[src/rtl/rgb_capture.sv]
// RGB565 parallel-LCD receiver: recovers pixel/line position from DEN and VSYNC, measures
// the active geometry, and grabs one 2:1-decimated frame into a 32K-word buffer on request.
module rgb_capture #(
    parameter int HS_POL = 0,
    parameter int VS_POL = 0
) (
    input  logic        i_clk,
    input  logic        i_rst_n,
    input  logic        i_hsync,
    input  logic        i_vsync,
    input  logic        i_den,
    input  logic [4:0]  i_r,
    input  logic [5:0]  i_g,
    input  logic [4:0]  i_b,
    input  logic        i_arm,
    output logic        o_busy,
    output logic        o_done,
    output logic        o_wr_en,
    output logic [14:0] o_wr_addr,
    output logic [15:0] o_wr_data,
    output logic [9:0]  o_h_active,
    output logic [9:0]  o_v_active,
    output logic        o_locked
);

    localparam logic HS_LVL = (HS_POL != 0);
    localparam logic VS_LVL = (VS_POL != 0);

    typedef enum logic [1:0] {IDLE, ARMED, CAPT} state_t;

    state_t      state, state_next;
    logic        done_next;
    logic        vs_act, vs_act_d, den_q, den_d, arm_q;
    logic [4:0]  r_q;
    logic [5:0]  g_q;
    logic [4:0]  b_q;
    logic [9:0]  x_cnt, y_cnt;
    logic        seen_vs, h_changed;
    logic        vs_start, den_fall, wr_next;

    // DEN alone delimits lines, so hsync carries no information this block needs.
    logic unused_hsync;
    assign unused_hsync = i_hsync ^ HS_LVL;

    always_ff @(posedge i_clk or negedge i_rst_n) begin
        if (!i_rst_n) begin
            vs_act   <= 1'b0;
            vs_act_d <= 1'b0;
            den_q    <= 1'b0;
            den_d    <= 1'b0;
            arm_q    <= 1'b0;
            r_q      <= '0;
            g_q      <= '0;
            b_q      <= '0;
        end else begin
            vs_act   <= (i_vsync == VS_LVL);
            vs_act_d <= vs_act;
            den_q    <= i_den;
            den_d    <= den_q;
            arm_q    <= i_arm;
            r_q      <= i_r;
            g_q      <= i_g;
            b_q      <= i_b;
        end
    end

    assign vs_start = vs_act & ~vs_act_d;
    assign den_fall = den_d & ~den_q;

    // While a pixel sits in the input register, x_cnt is its index within the line.
    always_ff @(posedge i_clk or negedge i_rst_n) begin
        if (!i_rst_n) begin
            x_cnt <= '0;
            y_cnt <= '0;
        end else begin
            if (den_fall)
                x_cnt <= '0;
            else if (den_q && x_cnt != 10'd1023)
                x_cnt <= x_cnt + 10'd1;

            if (vs_start)
                y_cnt <= '0;
            else if (den_fall && y_cnt != 10'd1023)
                y_cnt <= y_cnt + 10'd1;
        end
    end

    always_ff @(posedge i_clk or negedge i_rst_n) begin
        if (!i_rst_n) begin
            o_h_active <= '0;
            o_v_active <= '0;
            o_locked   <= 1'b0;
            seen_vs    <= 1'b0;
            h_changed  <= 1'b0;
        end else begin
            if (den_fall)
                o_h_active <= x_cnt;

            if (vs_start)
                h_changed <= 1'b0;
            else if (den_fall && x_cnt != o_h_active)
                h_changed <= 1'b1;

            if (vs_start) begin
                o_v_active <= y_cnt;
                o_locked   <= seen_vs && (y_cnt == o_v_active) && (y_cnt != 10'd0) && !h_changed;
                seen_vs    <= 1'b1;
            end
        end
    end

    always_ff @(posedge i_clk or negedge i_rst_n) begin
        if (!i_rst_n) begin
            state  <= IDLE;
            o_busy <= 1'b0;
            o_done <= 1'b0;
        end else begin
            state  <= state_next;
            o_busy <= (state_next != IDLE);
            o_done <= done_next;
        end
    end

    // An arm landing together with a frame start only arms; capture waits for the next one.
    always_comb begin
        state_next = state;
        done_next  = 1'b0;
        case (state)
            IDLE:    if (arm_q) state_next = ARMED;
            ARMED:   if (vs_start) state_next = CAPT;
            CAPT: begin
                if (vs_start) begin
                    state_next = IDLE;
                    done_next  = 1'b1;
                end
            end
            default: state_next = IDLE;
        endcase
    end

    assign wr_next = (state == CAPT) && !vs_start && den_q && !x_cnt[0] && !y_cnt[0]
                     && !x_cnt[9] && (y_cnt[9:8] == 2'b00);

    always_ff @(posedge i_clk or negedge i_rst_n) begin
        if (!i_rst_n) begin
            o_wr_en   <= 1'b0;
            o_wr_addr <= '0;
            o_wr_data <= '0;
        end else begin
            o_wr_en <= wr_next;
            if (wr_next) begin
                o_wr_addr <= {y_cnt[7:1], x_cnt[8:1]};
                o_wr_data <= {r_q, g_q, b_q};
            end
        end
    end

endmodule
[config.mk]
export PLATFORM = sky130hd
export DESIGN_NAME = rgb_capture
export DESIGN_NICKNAME = d
export VERILOG_FILES = /design/src/rtl/rgb_capture.sv
export SDC_FILE = /design/constraint.sdc
export NUM_CORES = 1
export LEC_CHECK = 0
export ABC_AREA = 1
export BUFFER_PORTS_ARGS = -buffer_cell sky130_fd_sc_hd__buf_2
export CAP_MARGIN = 0
export CORE_UTILIZATION = 45
export CTS_CLUSTER_DIAMETER = 60
export DETAILED_ROUTE_END_ITERATION = 6
export MAX_ROUTING_LAYER = met4
export PLACE_DENSITY_LB_ADDON = 0.08
export SLEW_MARGIN = 20
export SYNTH_ARGS = -nofsm -noshare
export SYNTH_HDL_FRONTEND = slang
export SYNTH_SLANG_ARGS = --single-unit
[constraint.sdc]
create_clock -name i_clk -period 1.5 [get_ports i_clk]
set_input_delay 0.225 -clock i_clk [delete_from_list [all_inputs] [get_ports i_clk]]
set_output_delay 0.225 -clock i_clk [all_outputs]
set_load 0.02 [all_outputs]
# Word-level counts from Yosys, hierarchy flattened
# Cells that the tools add are included.
# op_classes
shifts	0
bitwise	5
muxes	12
eq_ne	6
addsub	2
magnitude_cmp	0
n_mul	0
div	0
n_reduce_logical	24
# op_table
operator	n
10-bit two-way mux	4
10-bit by 1-bit adder with 10-bit output (second input constant)	2
10-bit != test (second input constant)	2
1-bit logical AND	12
10-bit == test	1
10-bit != test	1
10-bit nonzero test	1
2-bit nonzero test	4
2-bit two-way mux	3
2-bit one-hot mux with 3 select lines	1
1-bit zero test	5
2-bit zero test	2
1-bit two-way mux	4
1-bit NOT	3
1-bit bitwise AND	2
2-bit by 1-bit == test with 1-bit output (second input constant)	1
2-bit == test (second input constant)	1
# totals
mem_count	0
mem_bits_ro	0
latch_bits	0
mem_bits_rw	0
wordCells	70
ff_bits	100
output_inout_bits	55

# Depth between registers and ports, before layout
# logic_depth
word_depth	9
ltp_mapped	11
ltp_nobuf	11

# Least setup slack after synthesis
# Ideal clock, no wire load.
# synth_timing
path_kind	reg-to-reg
start	register y_cnt[0]
end	register y_cnt[3]
path_stages_with_launch	12
period_less_slack_ns	1.532
t_arrival_ns	1.412
required_ns	1.380
path_buffers	1
slack_ns	-0.032
cell_sequence	dfrtp_1 > ha_1 > nand2_2 > nor2_2 > nand2_2 > nor2_2 > nand2_1 > nand2_2 > nand2_2 > buf_6 > nand2_2 > o21ai_2
# synth_between
elab_chain_cells	3
word_cells_on_any_way	6
classes_between	1 x add/sub; 1 x eq/ne; 2 x mux; 2 x reduce/logical
# synth_lines
element	line_no	rtl
start, declared	37	logic [9:0] x_cnt, y_cnt;
start signal, assigned	84	y_cnt <= y_cnt + 10'd1;
10-bit by 1-bit adder with 10-bit output or 10-bit != test (tied branches)	84, 83	
10-bit two-way mux or 1-bit logical AND (tied branches)	83	else if (den_fall && y_cnt != 10'd1023)
10-bit two-way mux or 2-bit nonzero test (tied branches)	--	
# Parallel ways exist; a longest one is shown, timed or not. The select of a mux whose other input is x is not followed.
# A chain may end at the register's enable or synchronous reset.

# Worst setup path after layout
# layout_timing
start	register x_cnt[0]
end	register x_cnt[6]
# layout_between
elab_chain_cells	3
word_cells_on_any_way	6
classes_between	1 x add/sub; 1 x eq/ne; 2 x mux; 2 x reduce/logical
# layout_lines
element	line_no	rtl
start, declared	37	
start signal, assigned	79	x_cnt <= x_cnt + 10'd1;
10-bit by 1-bit adder with 10-bit output or 10-bit != test (tied branches)	79, 78	
10-bit two-way mux or 1-bit logical AND (tied branches)	78	else if (den_q && x_cnt != 10'd1023)
10-bit two-way mux or 2-bit nonzero test (tied branches)	--	
# Parallel ways exist; a longest one is shown, timed or not. The select of a mux whose other input is x is not followed.

==> results by group <==
Synthesis
  – Post-Synth XOR/XNOR Area: 3.769%
  – Synthesized area per cell: 9.378 um2
  – Synth Area in Simple Gates: 18.46%
  – Gate Count Post-Synth: 446
  – Compound-Gate Fraction of Synth Area: 10.47%
  – Adder-cell share of the synthesized area: 0.8974%
  – Largest family of logic cells by synthesized area: simple AND/OR/NAND/NOR gates
  – Synth area leaders: dfrtp_1, nand2_1, o21ai_0, inv_1, nor2_1
  – Synth unique cells: 26
  – Syn_nets: 471
  – Synthesis warning total: 0
  – Synth Register Bits: 100
  – Syn Std Cell Area: 4183 um2
  – Synth top area share: 59.83%
  – Cell accounting for the most synthesized area: dfrtp_1
  – Multiplexer share of the synthesized area: 0%
  – Sequential fraction of the synthesis area: 59.83%

CTS
  – Clock tree buffer depth: 2
  – CTS buffer count: 9
  – Clk_lat worst skew: 360 ps
  – Reg clk slew, reported paths: 110 ps
  – Root Buffer: clkbuf_8
  – CTS tree: built
  – CTS sink cnt: 100
  – Htree depth: 3

Global routing
  – Largest net degree at the start of global routing: 32
  – Number of global-route vias before repair: 3322
  – Global-route wire length before repair: 16000 um
  – GR Overflow Total: 0
  – Initial antenna violation count: 0
  – Gr usage total: 22.00%

Setup path
  – Worst setup EP type: flop
  – CP Data Required Time: 1800 ps
  – Slowest cell delay on critical path: 420 ps
  – Reg2Reg Depth: 8
  – Slowest CP cell: dfrtp_1
  – Crit path arrival time: 1840 ps
  – R2R setup slack: -40 ps
  – Element type at the critical path start: flop
  – Setup CP Type: reg2reg
  – CP cell instances: ha_2, nand2_2, nor2_4, nand4_1, nand2_4, buf_6, nand3_1, o21ai_1
  – Crit Path Max Fanout: 4
  – R2r startpoint: x_cnt[0]$_DFFE_PN0P_
  – R2R Path End: x_cnt[6]$_DFFE_PN0P_

Status
  – Failing checks: DRC, setup timing
  – Status: finished, violations left

Layout
  – Multi-input logic area: 1667 um2
  – Share of cells above drive strength 1: 38.59%
  – # diodes: 0
  – Fill cell count: 712
  – Commonest non-fill, non-tap cell in the layout: dfrtp_1
  – Area growth, synth to finish: 40.14%
  – Leading cell types in the layout, fill and taps excluded: dfrtp_1, nand2_1, buf_2
  – Final net count: 616
  – Register area: 2502 um2

STA
  – Final min period: 1544 ps
  – RSZ-0062 raised after global routing: true
  – Worst-case clock skew: 8.773 ps
  – Slack of the critical path: -44.24 ps
  – Slew Limit Headroom: 72.81%
  – Final Hold Viols: 0
  – Worst Tran Pin Value: 407.9 ps
  – Fmax: 647.6 MHz
  – Final period util: 102.9%
  – Pins over their slew limit: 0
  – Hold_ws: 327.2 ps
  – Final setup violation count: 15

Route
  – Vias: 3483
  – Routed WL: 10200 um
  – Wirelength per Cell: 14.49 um
  – DR vias/cell: 4.947
  – Residual DRC: 2
  – First-pass iteration count of the detailed router: 7
  – Antenna-violating nets left: 0
  – Initial DRC Count: 127

Hold path
  – Worst min path class: in2async

Placed design
  – IO Port Bufs: 75
  – DPL Wire Length: 6372 um
  – Final GP Congestion: 0.8550

Die
  – Initial core utilization: 47.27%
  – Num ports: 77
  – Num rows: 34
  – Die area: 9685 um2
  – Chip width: 98.41 um
  – Die H: 98.41 um
  – Core Area: 8848 um2

Power
  – Total power: 7.871 mW
  – Peak VDD IR: 0.0007804 V
  – Power per cell area: 1343 nW/um2
  – Static leakage: 2.893 nW

Flow run
  – Max-cap violation count: 0
==> per-layer routing <==
metal	vias to the layer above	global-route usage (%)	routed length, um
li1	1718	-	-
met5	-	-	0
met4	0	7.118	158
met2	89	34.40	4865
met1	1660	29.14	4741
met3	16	4.255	438
==> registers in the layout (all words and copies together) (netlist names) <==
signal and flops:
arm_q 1, b_q 5, den_d 1, den_q 1, g_q 6, h_changed 1, o_busy 1, o_done 1
o_h_active 10, o_locked 1, o_v_active 10, o_wr_addr 15, o_wr_data 16, o_wr_en 1, r_q 5, seen_vs 1
state 2, vs_act 1, vs_act_d 1, x_cnt 10, y_cnt 10
==> kinds of logic (layout without fill, tap and decap cells) <==
logic type	count (synthesis)	in the layout
and+or+nand+nor	176	177
DFF	100	100
AOI/OAI and AO/OA	81	81
buffers and inverters	68	217
xor gates and xnor gates	18	18
adders and majority gates	3	3
==> what timing repair did <==
action	in CTS	in global routing
pin swaps	5	8
hold buffers	20	0
setup endpoints to repair	38	53
gates resized for setup	14	85
cloned	3	5
hold endpoints to repair	45	0
setup buffers	5	8
==> cells in the mapped netlist, drive strengths merged <==
library cell / n
nand2: 104
dfrtp: 100
o21ai: 62
inv: 56
nor2: 37
a21oi: 18
nand3: 17
nand4: 11
xnor2: 10
xor2: 8
buf: 7
nor3: 7
clkbuf: 5
ha: 3
o21bai: 1
==> how the worst max path moves through the flow <==
| stage | from | end | depth (start not counted) | slack, ps |
|---|---|---|---|---|
| 2_1_floorplan | y_cnt[0]$_DFFE_PN0P_ | y_cnt[3]$_DFFE_PN0P_ | 11 | 10 |
| 3_3_place_gp | x_cnt[0]$_DFFE_PN0P_ | x_cnt[8]$_DFFE_PN0P_ | 7 | 10 |
| 3_5_place_dp | x_cnt[0]$_DFFE_PN0P_ | x_cnt[8]$_DFFE_PN0P_ | 7 | -30 |
| 4_1_cts | y_cnt[0]$_DFFE_PN0P_ | y_cnt[3]$_DFFE_PN0P_ | 11 | -40 |
| 5_1_grt | x_cnt[7]$_DFFE_PN0P_ | x_cnt[9]$_DFFE_PN0P_ | 7 | -200 |
| 6_report | x_cnt[0]$_DFFE_PN0P_ | x_cnt[6]$_DFFE_PN0P_ | 8 | -40 |
==> metrics by stage <==
stage                     util, %  TNS (ps)  setup WS [ps]  area [um2]  std cells
after floorplan                 -         0          11.44        4190        446
after detailed placement    55.53    -389.6         -31.47        4913        647
after global placement      55.53         0          11.01        4913        647
after global routing        66.25     -4648         -196.9        5862        704
final                       66.25    -188.0         -44.24        5862        704
after CTS                   61.64    -485.0         -40.27        5454        691
==> final cells by class <==
type | instances | area share (%)
Sequential cell | 100 | 42.69
Inverter | 56 | 3.757
Clock inverter | 7 | 1.259
Clock buffer | 9 | 2.113
Timing Repair Buffer | 145 | 19.44
Tap cell | 108 | 2.305
Multi-Input combinational cell | 279 | 28.43
==> critical path, delay by kind of cell, from the launching register on <==
| kind | cells | cell delay [ps] |
|---|---|---|
| buf+inv | 1 | 120 |
| compound gates | 1 | 80 |
| simple gates | 5 | 660 |
| flops | 1 | 420 |
| fa+ha+maj | 1 | 210 |
==> power by group <==
part | leakage (nW) | internal [mW] | switching, mW
clock network | 0.102 | 0.666 | 1.05
registers | 1.29 | 3.25 | 0.369
logic | 1.50 | 0.998 | 1.53
Note: power is estimated with default switching activity, not from simulation.
